--- config.mk ---
export PLATFORM = sky130hd
export DESIGN_NAME = minimac3_rx_flat
export DESIGN_NICKNAME = d
export VERILOG_FILES = /design/src/rtl/minimac3_rx_if.sv /design/src/rtl/minimac3_rx.sv /design/src/flat_wrapper.sv
export SDC_FILE = /design/constraint.sdc
export NUM_CORES = 1
export LEC_CHECK = 0
export CORE_UTILIZATION = 52
export CTS_BUF_LIST = sky130_fd_sc_hd__clkbuf_4 sky130_fd_sc_hd__clkbuf_8
export DETAILED_ROUTE_END_ITERATION = 12
export GPL_TIMING_DRIVEN = 0
export HOLD_SLACK_MARGIN = 0.1
export PLACE_DENSITY = 0.88
export SETUP_SLACK_MARGIN = 0.05
export SLEW_MARGIN = 30
export SYNTH_ARGS = -nofsm -noshare
export SYNTH_HDL_FRONTEND = slang
export SYNTH_SLANG_ARGS = --single-unit
--- constraint.sdc ---
create_clock -name phy_rx_clk -period 4.92 [get_ports phy_rx_clk]
set_input_delay 1.476 -clock phy_rx_clk [delete_from_list [all_inputs] [get_ports phy_rx_clk]]
set_output_delay 1.476 -clock phy_rx_clk [all_outputs]
set_load 0.01 [all_outputs]
--- src/rtl/minimac3_rx_if.sv ---
// minimac3_rx_if: slot handshake, buffer write bus and MII receive pins of minimac3_rx.
interface minimac3_rx_if #(
  parameter int SLOTS = 4,
  parameter int ADR_WIDTH = 11
);
  logic [SLOTS-1:0] rx_ready;
  logic [SLOTS-1:0] rx_done;
  logic [SLOTS*ADR_WIDTH-1:0] rx_count;
  logic [SLOTS-1:0] rx_error;
  logic rx_dropped;
  logic [7:0] rxb_dat;
  logic [ADR_WIDTH-1:0] rxb_adr;
  logic [SLOTS-1:0] rxb_we;
  logic phy_dv;
  logic [3:0] phy_rx_data;
  logic phy_rx_er;
  modport master (
    input rx_ready, phy_dv, phy_rx_data, phy_rx_er,
    output rx_done, rx_count, rx_error, rx_dropped, rxb_dat, rxb_adr, rxb_we
  );
  modport slave (
    output rx_ready, phy_dv, phy_rx_data, phy_rx_er,
    input rx_done, rx_count, rx_error, rx_dropped, rxb_dat, rxb_adr, rxb_we
  );
endinterface

--- src/rtl/minimac3_rx.sv ---
// minimac3_rx: MII receive engine writing frames into host-owned slot buffers.
// Define MINIMAC3_RX_ERR_EN to flag RX_ER and odd trailing nibbles in rx_error.
module minimac3_rx #(
  parameter int SLOTS = 4,
  parameter int ADR_WIDTH = 11,
  parameter int MAX_LEN = 1536
) (
  input logic phy_rx_clk,
  input logic phy_rx_rst,
  minimac3_rx_if.master bus
);
  typedef enum logic [2:0] {IDLE, PREAMBLE, LOAD_LO, LOAD_HI, DISCARD, DROP, TERMINATE} state_t;
  localparam logic [ADR_WIDTH:0] MAX = (ADR_WIDTH+1)'(MAX_LEN);
  localparam logic [ADR_WIDTH:0] ONE = (ADR_WIDTH+1)'(1);
  state_t state, next;
  logic [SLOTS-1:0] avail, sel, cur, done, we;
  logic [SLOTS*ADR_WIDTH-1:0] counts;
  logic [ADR_WIDTH:0] cnt, cnt_inc;
  logic [ADR_WIDTH-1:0] adr;
  logic [7:0] dat;
  logic [3:0] lo;
  logic take, wr;
  // lowest set bit of avail, one-hot
  assign sel = avail & (~avail + SLOTS'(1));
  assign cnt_inc = cnt + ONE;
  assign done = state == TERMINATE ? cur : '0;
  always_comb begin
    next = state;
    take = 1'b0;
    wr = 1'b0;
    case (state)
      IDLE, PREAMBLE: begin
        take = bus.phy_dv && bus.phy_rx_data == 4'hd && |avail;
        next = !bus.phy_dv ? IDLE : bus.phy_rx_data == 4'h5 ? PREAMBLE : take ? LOAD_LO : DISCARD;
      end
      LOAD_LO: next = bus.phy_dv ? LOAD_HI : cnt == '0 ? DROP : TERMINATE;
      LOAD_HI: begin
        wr = bus.phy_dv && cnt < MAX;
        next = wr ? LOAD_LO : bus.phy_dv ? DISCARD : cnt == '0 ? DROP : TERMINATE;
      end
      DISCARD: next = bus.phy_dv ? DISCARD : DROP;
      default: next = IDLE;
    endcase
  end
  always_ff @(posedge phy_rx_clk or posedge phy_rx_rst)
    if (phy_rx_rst) state <= IDLE;
    else state <= next;
  always_ff @(posedge phy_rx_clk or posedge phy_rx_rst)
    if (phy_rx_rst) begin
      avail <= '0;
      cur <= '0;
      cnt <= '0;
      lo <= '0;
      counts <= '0;
      we <= '0;
      adr <= '0;
      dat <= '0;
    end else begin
      avail <= (avail | bus.rx_ready) & ~done;
      we <= wr ? cur : '0;
      if (state == LOAD_LO && bus.phy_dv) lo <= bus.phy_rx_data;
      if (take) begin
        cur <= sel;
        cnt <= '0;
      end
      if (wr) begin
        adr <= cnt[ADR_WIDTH-1:0];
        dat <= {bus.phy_rx_data, lo};
        cnt <= cnt_inc;
      end
      for (int k = 0; k < SLOTS; k++)
        if (take && sel[k]) counts[k*ADR_WIDTH +: ADR_WIDTH] <= '0;
        else if (wr && cur[k]) counts[k*ADR_WIDTH +: ADR_WIDTH] <= cnt_inc[ADR_WIDTH-1:0];
    end
`ifdef MINIMAC3_RX_ERR_EN
  logic [SLOTS-1:0] err;
  logic err_hit;
  assign err_hit = bus.phy_rx_er && (state == LOAD_LO || state == LOAD_HI) || state == LOAD_HI && !bus.phy_dv;
  always_ff @(posedge phy_rx_clk or posedge phy_rx_rst)
    if (phy_rx_rst) err <= '0;
    else
      for (int k = 0; k < SLOTS; k++)
        if (take && sel[k]) err[k] <= 1'b0;
        else if (cur[k] && err_hit) err[k] <= 1'b1;
  assign bus.rx_error = err;
`else
  logic unused_er;
  assign unused_er = bus.phy_rx_er;
  assign bus.rx_error = '0;
`endif
  assign bus.rx_done = done;
  assign bus.rx_dropped = state == DROP;
  assign bus.rx_count = counts;
  assign bus.rxb_we = we;
  assign bus.rxb_adr = adr;
  assign bus.rxb_dat = dat;
endmodule

--- src/flat_wrapper.sv ---
// flat-port wrapper written by rule: the top's interface ports become plain ports
module minimac3_rx_flat 
#(
  parameter int SLOTS = 4,
  parameter int ADR_WIDTH = 11,
  parameter int MAX_LEN = 1536
)
  (phy_rx_clk, phy_rx_rst, bus_rx_ready, bus_phy_dv, bus_phy_rx_data, bus_phy_rx_er, bus_rx_done, bus_rx_count, bus_rx_error, bus_rx_dropped, bus_rxb_dat, bus_rxb_adr, bus_rxb_we);
  minimac3_rx_if #(.SLOTS(SLOTS), .ADR_WIDTH(ADR_WIDTH)) bus_i ();
  input logic phy_rx_clk;
  input logic phy_rx_rst;
  input wire logic [$bits(bus_i.rx_ready)-1:0] bus_rx_ready;
  input wire logic [$bits(bus_i.phy_dv)-1:0] bus_phy_dv;
  input wire logic [$bits(bus_i.phy_rx_data)-1:0] bus_phy_rx_data;
  input wire logic [$bits(bus_i.phy_rx_er)-1:0] bus_phy_rx_er;
  output wire logic [$bits(bus_i.rx_done)-1:0] bus_rx_done;
  output wire logic [$bits(bus_i.rx_count)-1:0] bus_rx_count;
  output wire logic [$bits(bus_i.rx_error)-1:0] bus_rx_error;
  output wire logic [$bits(bus_i.rx_dropped)-1:0] bus_rx_dropped;
  output wire logic [$bits(bus_i.rxb_dat)-1:0] bus_rxb_dat;
  output wire logic [$bits(bus_i.rxb_adr)-1:0] bus_rxb_adr;
  output wire logic [$bits(bus_i.rxb_we)-1:0] bus_rxb_we;
  assign bus_i.rx_ready = bus_rx_ready;
  assign bus_i.phy_dv = bus_phy_dv;
  assign bus_i.phy_rx_data = bus_phy_rx_data;
  assign bus_i.phy_rx_er = bus_phy_rx_er;
  assign bus_rx_done = bus_i.rx_done;
  assign bus_rx_count = bus_i.rx_count;
  assign bus_rx_error = bus_i.rx_error;
  assign bus_rx_dropped = bus_i.rx_dropped;
  assign bus_rxb_dat = bus_i.rxb_dat;
  assign bus_rxb_adr = bus_i.rxb_adr;
  assign bus_rxb_we = bus_i.rxb_we;
  minimac3_rx #(.SLOTS(SLOTS), .ADR_WIDTH(ADR_WIDTH), .MAX_LEN(MAX_LEN)) u_core (.phy_rx_clk(phy_rx_clk), .phy_rx_rst(phy_rx_rst), .bus(bus_i));
endmodule
* Yosys cells after proc, flatten, opt, wreduce, memory -nomap -nowiden
Index checks and enable logic that the tools add are counted.
** Operators by class
- Add/sub/neg operators :: 2
- $lt $le $gt $ge :: 1
- Equal/unequal tests :: 8
- Multiplexer cells :: 23
- Bitwise operators :: 5
- Reduce and logical (&&, ||, !) cells :: 21
** Operators by type and width (number)
- 11-bit 2-to-1 mux :: 8
- 12-bit 2-to-1 mux :: 2
- 3-bit 2-to-1 mux :: 6
- 12-bit by 1-bit adder with 12-bit output, second input constant :: 1
- 1-bit logical AND :: 12
- 12-bit zero test :: 1
- 12-bit by 11-bit < comparator with 1-bit output, second input constant :: 1
- 3-bit one-hot mux with 4 select lines :: 1
- 2-bit nonzero test :: 5
- 3-bit equality test, second input constant :: 3
- 4-bit bitwise AND :: 2
- 4-bit 2-to-1 mux :: 2
- 4-bit NOT :: 2
- 3-bit by 2-bit equality test with 1-bit output, second input constant :: 2
- 4-bit by 1-bit adder with 4-bit output, second input constant :: 1
- 4-bit by 3-bit equality test with 1-bit output, second input constant :: 1
- 4-bit equality test, second input constant :: 1
- 4-bit bitwise OR :: 1
- 4-bit OR reduction :: 1
- 3-bit by 1-bit equality test with 1-bit output, second input constant :: 1
- 3-bit zero test :: 1
- 1-bit 2-to-1 mux :: 3
- 2-bit 2-to-1 mux :: 1
- 2-bit OR reduction :: 1
** Word-level totals
- Register bits after elaboration :: 94
- Output and inout bits :: 76
- Word-level logic and storage cells :: 72

* Depth between registers and ports, before layout
Gate-level depths: netlist of the first run.
- Depth in word-level cells :: 7
- Mapped depth :: 7
- Depth with buffers taken out :: 6

* Worst setup path before layout of the first run
OpenSTA, ideal clock, no wires.
- Path kind :: input-to-reg
- Start :: input bus_phy_dv
- End :: register u_core.cur[3]
- Data arrival time :: 2.752 ns
- Required time :: 4.802 ns
- Slack :: 2.050 ns
- Stages on the path :: 6
- Path buffers :: 3
- Path through :: buf_4 -> or3b_1 -> buf_2 -> or3_4 -> buf_6 -> a21o_1
** Between the ends
- Longest elaborated chain between the ends :: 3
** Ends and longest elaborated chain
- from (decl) :: RTL line flat_wrapper.sv:13 : input wire logic [$bits(bus_i.phy_dv)-1:0] bus_phy_dv;
- 1-bit logical AND (2 in a row) :: RTL line minimac3_rx.sv:33 : take = bus.phy_dv && bus.phy_rx_data == 4'hd && |avail;
- 1-bit 2-to-1 mux :: RTL line minimac3_rx.sv:31 : case (state)
- to (signal assigned) :: RTL line minimac3_rx.sv:63 : cur <= sel;
- to (decl) :: RTL line minimac3_rx.sv:16 : logic [SLOTS-1:0] avail, sel, cur, done, we;
No other way between the ends.
A chain may end at the register's enable or synchronous reset.

* Worst setup path after layout of the first run
- Start :: register u_core.cur[2]
- End :: output bus_rx_done[2]
** Between the ends
- Longest elaborated chain between the ends :: 1
** Ends and longest elaborated chain
- 4-bit 2-to-1 mux :: RTL line minimac3_rx.sv:26 : assign done = state == TERMINATE ? cur : '0;
- to (decl) :: RTL line flat_wrapper.sv:16 : output wire logic [$bits(bus_i.rx_done)-1:0] bus_rx_done;
No other way between the ends.

==> out/metrics.csv, run 1 <==
metric;value;unit
cts_max_level;3;
drt_pre_antenna_iters;6;
grt_pass1_wl;16.2;mm
required;3440;ps
status;finished, final reports clean;
die_h;90.4;um
die_area;8160;um^2
clock.fmax;0.304;GHz
post_cts_buffers;0;
drt-total-wl;9.70;mm
netlist_area;4060;um^2
grt_pass1_vias;3254;
synth.avg_cell_area;10.3;um^2
netlist_top_cells_area;dfrtp_1, a211oi_1, nand2_1, nor2_1, mux2i_1;
finalCritPeriodShare;0.668;
netlist_instances;394;
synth_top_area_share;0.580;
end_kind;output pin;
vias;3335;
setup_slack;1630;ps
setup_violations;0;
slew_violations;0;
area.growth.synth_to_final;29.2;%
yosysTopAreaCell;dfrtp_1;
drc;0;
cp_max_fo;6;
globalRouteTotalUtil;0.253;
p_leak;2.32;nW
arrival;1810;ps
grt_max_degree;53;
async_reset_ff_frac;1.00;
ys_top_cells_by_count;dfrtp_1, nand2_1, nor2_1, a211oi_1;
fin_util;0.708;
cts_hold_buf;0;
grt.overflow.total;0;
clock_skew;12.9;ps
start_kind;flop;
place_ws;1610;ps
hold_path.class;flop to flop;
ant_nets;0;
wl_per_cell;16.3;um
dp_hpwl;7.00;mm
rsz0062_at_grt;false;
ir_drop;0.274;mV
drt_iter0_markers;222;
period_minus_slack;3290;ps
yosysMostFrequentCell;dfrtp_1;
cts_root_buffer;clkbuf_8;
clk_latency;370;ps
cts.path.max_buffers;2;
io_pins;88;
synth_warnings;0;
start_util;0.548;
ys_seq_area_frac;0.580;
rows;31;
clk_pin_slew;90;ps
core-area;7410;um^2
antenna_found_initial;0;
slew_headroom;0.482;
cts_resized;0;
num-nets-final;504;
worst_slew_pin_slew;775;ps
synth_cell_types;44;
port_buffers;81;
finalHoldViolCount;0;
synth-edff-count;0;
drv_cap;0;
ys_ff_latch;94;
synth-main-ff-cell;dfrtp_1;
place_congestion;0.873;
cts_tree;built;
fp.dieW;90.4;um
power_density;325;nW/um^2
vias_per_cell;5.61;
clock_sinks;94;
worstSetupPathType;flop to output pin;
cts-buffers-inserted;9;
n_antenna_cell;0;
drive_above_1_share;0.0929;
metrics by stage:
step	TNS (ps)	instances	cell area [um^2]	power [mW]	hold WS, ps
finish	0	594	5250	1.70	475
global route	0	594	5250	1.77	487
CTS	0	594	5250	1.71	476
detailed placement	0	578	5040	1.18	460
global placement	-23830	577	5000	1.17	454
floorplan	0	397	4070	1.05	435
cell families (layout without fill, tap and decap cells):
| logic type | count (synthesis) | after routing | share of synthesized area |
|---|---|---|---|
| flip-flops | 94 | 94 | 0.580 |
| adder cells (fa/ha/maj) | 2 | 2 | 0.00616 |
| multiplexers | 15 | 15 | 0.0385 |
| XOR/XNOR | 8 | 8 | 0.0173 |
| AND/OR/NAND/NOR | 170 | 170 | 0.197 |
| other | 1 | 4 | 0.000924 |
| AO/OA/AOI/OAI | 66 | 66 | 0.113 |
| buffers and inverters | 38 | 136 | 0.0472 |
area by class of cell:
type | count | area [um^2]
Timing Repair Buffer | 82 | 838
Clock buffer | 9 | 124
Multi-Input combinational cell | 265 | 1530
Sequential cell | 94 | 2350
Clock inverter | 7 | 83.8
Tap cell | 99 | 124
Inverter | 6 | 27.5
Fill cell | 539 | 2160
Buffer | 32 | 169
metal layers:
layer / up-vias / track usage / part of all wire
met2: 145 / 0.422 / 0.49
met3: 23 / 0.0547 / 0.064
met1: 1628 / 0.328 / 0.42
met5: - / 0 / 0
met4: 0 / 0.0887 / 0.023
li1: 1539 / - / -
sequential cells by signal, indices dropped and copies added, names as in the netlist:
name / flops
u_core.bus.rx_count: 44
u_core.cnt: 12
u_core.bus.rxb_adr: 11
u_core.bus.rxb_dat: 8
u_core.avail: 4
u_core.bus.rxb_we: 4
u_core.cur: 4
u_core.lo: 4
u_core.state: 3
cells in the final DEF, fill, tap and decap left out, types with 3 or more instances in the layout:
cell type        netlist  final
clkdlybuf4s50_1        0     81
and3_1                 3      3
buf_2                 12     12
a21o_1                 5      5
clkbuf_8               0      9
and4_1                 5      5
mux2i_1               10     10
a31oi_1                3      3
a21oi_1                4      4
and2_1                 6      6
o21ai_0               10     10
nand4_1                3      3
nand2b_1               4      4
nand2_1               61     61
nor3_1                 7      7
inv_1                  6      5
conb_1                 1      4
xor2_1                 6      6
mux2_2                 5      5
buf_4                  5      5
nand3_1               12     12
inv_6                  0      5
clkbuf_1              12     12
dfrtp_1               94     94
a211oi_1              32     32
nor2_1                56     56
report_power, final:
| group | total (mW) | internal (mW) | switching (mW) |
|---|---|---|---|
| logic | 0.289 | 0.142 | 0.147 |
| clock network | 0.538 | 0.246 | 0.292 |
| registers | 0.877 | 0.837 | 0.0396 |
| total | 1.70 | 1.23 | 0.479 |
path summary, 6_finish.rpt:
path,from,end,slack [ps],cells after the start
worst min-delay path,u_core.lo[0],u_core.bus.rxb_dat[0],470,2
min in group asynchronous,phy_rx_rst,u_core.bus.rxb_we[0],1480,2
worst max register to register,u_core.state[1],u_core.bus.rx_count[43],2910,7
worst min register to register,u_core.lo[0],u_core.bus.rxb_dat[0],470,2
worst max-delay path,u_core.cur[2],bus_rx_done[2],1630,3
max in group asynchronous,phy_rx_rst,u_core.avail[0],2860,3
worst max-delay path, cell delays in order, from the launching register on:
cell and delay, ps:
dfrtp_1 480, inv_1 120, nor3_1 260, clkdlybuf4s50_1 590
Power figures use the tool's default switching activity.
==> run 2, diff against run 1 <==
--- a/config.mk
+++ b/config.mk
@@ -5,12 +5,12 @@
 export SDC_FILE = /design/constraint.sdc
 export NUM_CORES = 1
 export LEC_CHECK = 0
-export CORE_UTILIZATION = 52
+export CORE_UTILIZATION = 47
 export CTS_BUF_LIST = sky130_fd_sc_hd__clkbuf_4 sky130_fd_sc_hd__clkbuf_8
 export DETAILED_ROUTE_END_ITERATION = 12
 export GPL_TIMING_DRIVEN = 0
 export HOLD_SLACK_MARGIN = 0.1
-export PLACE_DENSITY = 0.88
+export PLACE_DENSITY = 0.84
 export SETUP_SLACK_MARGIN = 0.05
 export SLEW_MARGIN = 30
 export SYNTH_ARGS = -nofsm -noshare
==> constraint.sdc (replaced) <==
create_clock -name phy_rx_clk -period 2.8 [get_ports phy_rx_clk]
set_input_delay 0.84 -clock phy_rx_clk [delete_from_list [all_inputs] [get_ports phy_rx_clk]]
set_output_delay 0.84 -clock phy_rx_clk [all_outputs]
set_load 0.01 [all_outputs]
==> run 2 against run 1 <==
Net effect:
- hold slack gained 4.6 ps
- sequential share of layout area shrank 0.33 points
- cell count grew 1.3%
- critical path type unchanged
- largest cell class unchanged
- largest power group unchanged
==> out/metrics.csv, run 2 (synthesized netlist as in run 1, its figures left out) <==
metric;value;unit;change
die_h;94.9;um;was 90.4 um
gr-usage-met2;0.362;;was 0.422
cts_resized;0;;unchanged
setup_violations;0;;unchanged
rrSetupSlack;840;ps;was 2910 ps
globalRouteTotalUtil;0.237;;was 0.253
grt_max_degree;32;;was 53
post_cts_buffers;0;;unchanged
antenna_found_initial;0;;unchanged
grt_pass1_wl;16.0;mm;was 16.2 mm
cts-buffers-inserted;9;;unchanged
drive_above_1_share;0.0986;;was 0.0929
slew_headroom;0.543;;was 0.482
ir_drop;0.399;mV;was 0.274 mV
drt_pre_antenna_iters;5;;was 6
final_cell_mix;dfrtp_1, clkdlybuf4s50_1, nand2_1;;unchanged
status;finished, final reports clean;;unchanged
io_pins;88;;unchanged
hold_ws;479;ps;was 475 ps
cts_max_level;3;;unchanged
drt-total-wl;9.72;mm;was 9.70 mm
slew_violations;0;;unchanged
power_density;556;nW/um^2;was 325 nW/um^2
required;1960;ps;was 3440 ps
n_antenna_cell;0;;unchanged
use_met3;0.0564;;was 0.0547
grt.overflow.total;0;;unchanged
rows;33;;was 31
mostFrequentLayoutCell;dfrtp_1;;unchanged
power.switching;863;uW;was 479 uW
cts_root_buffer;clkbuf_8;;unchanged
timing.rr.start;u_core.state[1];;unchanged
drc;0;;unchanged
cts_tree;built;;unchanged
wl_per_cell;16.2;um;was 16.3 um
dp_hpwl;7.15;mm;was 7.00 mm
end_kind;output pin;;unchanged
vias_per_cell;5.44;;was 5.61
tns;0;ps;unchanged
cts_hold_buf;0;;unchanged
clock_skew;15.8;ps;was 12.9 ps
start_util;0.489;;was 0.548
hold_path.class;flop to flop;;unchanged
vias;3276;;was 3,335
worstSetupPathType;flop to output pin;;unchanged
worstReg2RegEnd;u_core.cnt[9];;was u_core.bus.rx_count[43]
clk_latency;380;ps;was 370 ps
finalHoldViolCount;0;;unchanged
power_frac_comb;0.176;;was 0.170
drt_iter0_markers;241;;was 222
internal-power;2.08;mW;was 1.23 mW
clock_sinks;94;;unchanged
min_from;u_core.lo[2];;was u_core.lo[0]
area.growth.synth_to_final;30.2;%;was 29.2%
port_buffers;81;;unchanged
largest_reg_flops;44;;unchanged
fin_total_pwr;2.94;mW;was 1.70 mW
power_frac_seq;0.523;;was 0.515
core-area;8300;um^2;was 7410 um^2
grt_pass1_vias;3110;;was 3,254
whs_endpoint;u_core.bus.rxb_dat[2];;was u_core.bus.rxb_dat[0]
grt_use_met1;0.327;;was 0.328
place_congestion;0.825;;was 0.873
p_leak;2.35;nW;was 2.32 nW
worst_slew_pin_slew;680;ps;was 775 ps
n_fill_cell;698;;was 539
min_path_cells;2;;unchanged
p_clk_frac;0.302;;was 0.316
clk_pin_slew;90;ps;about the same
start_kind;flop;;unchanged
rsz0062_at_grt;false;;unchanged
die_area;9010;um^2;was 8160 um^2
ant_nets;0;;unchanged
period_minus_slack;2630;ps;
num-nets-final;506;;was 504
reg2reg_depth;6;;was 7
arrival;1790;ps;was 1810 ps
busiest_layer;met2;;unchanged
clock.fmax;0.380;GHz;
finalCritPeriodShare;0.941;;
fp.dieW;94.9;um;was 90.4 um
drv_cap;0;;unchanged
cp_max_fo;10;;was 6
switching_share;0.293;;was 0.281
cts.path.max_buffers;2;;unchanged
==> run 2: stage by stage <==
stage          instance area, um^2   util  cells  worst slack, ps
6_report                      5290  0.637    602              166
5_1_grt                       5290  0.637    602             50.2
4_1_cts                       5280  0.637    602              122
3_5_place_dp                  5080  0.613    586              162
3_3_place_gp                  5020  0.604    583            -72.3
2_1_floorplan                 4070      -    397              566
==> run 2: worst max-delay path by stage <==
stage,from,endpoint,slack (ps),depth (start not counted)
6_report,u_core.state[2],bus_rx_done[3],170,5
2_1_floorplan,bus_phy_dv,u_core.cur[3],570,6
5_1_grt,u_core.state[2],bus_rx_done[1],50,5
3_3_place_gp,phy_rx_rst,u_core.bus.rx_count[11],-70,2
3_5_place_dp,bus_phy_rx_data[1],u_core.bus.rx_count[39],160,6
4_1_cts,u_core.cur[2],bus_rx_done[2],120,3
==> run 2: area by class of cell <==
cell class,instances,area (um^2),area share
Buffer,32,169,0.0320
Clock buffer,9,124,0.0234
Clock inverter,7,75.1,0.0142
Inverter,6,26.3,0.00497
Multi-Input combinational cell,265,1530,0.289
Sequential cell,94,2350,0.445
Tap cell,105,131,0.0249
Timing Repair Buffer,84,881,0.167
==> run 2: worst max-delay path, cell delays in order (launching register included) <==
cell and delay [ps]:
dfrtp_1 320, buf_2 170, nand2_1 80, nor2_1 140, and2_1 170, clkdlybuf4s50_1 540
==> run 2: layer usage <==
layer,share of wire,vias to the layer above
met3,0.063,20
met2,0.49,117
met5,0,-
met1,0.43,1593
li1,-,1546
met4,0.021,0
==> run 2: power groups by stage <==
stage               sequential [mW]  combinational [mW]  clock, mW
floorplan                      1.58               0.273          0
global placement               1.56               0.487          0
detailed placement             1.57               0.517          0
CTS                            1.54               0.521      0.901
global route                   1.55               0.564      0.966
finish                         1.54               0.516      0.887
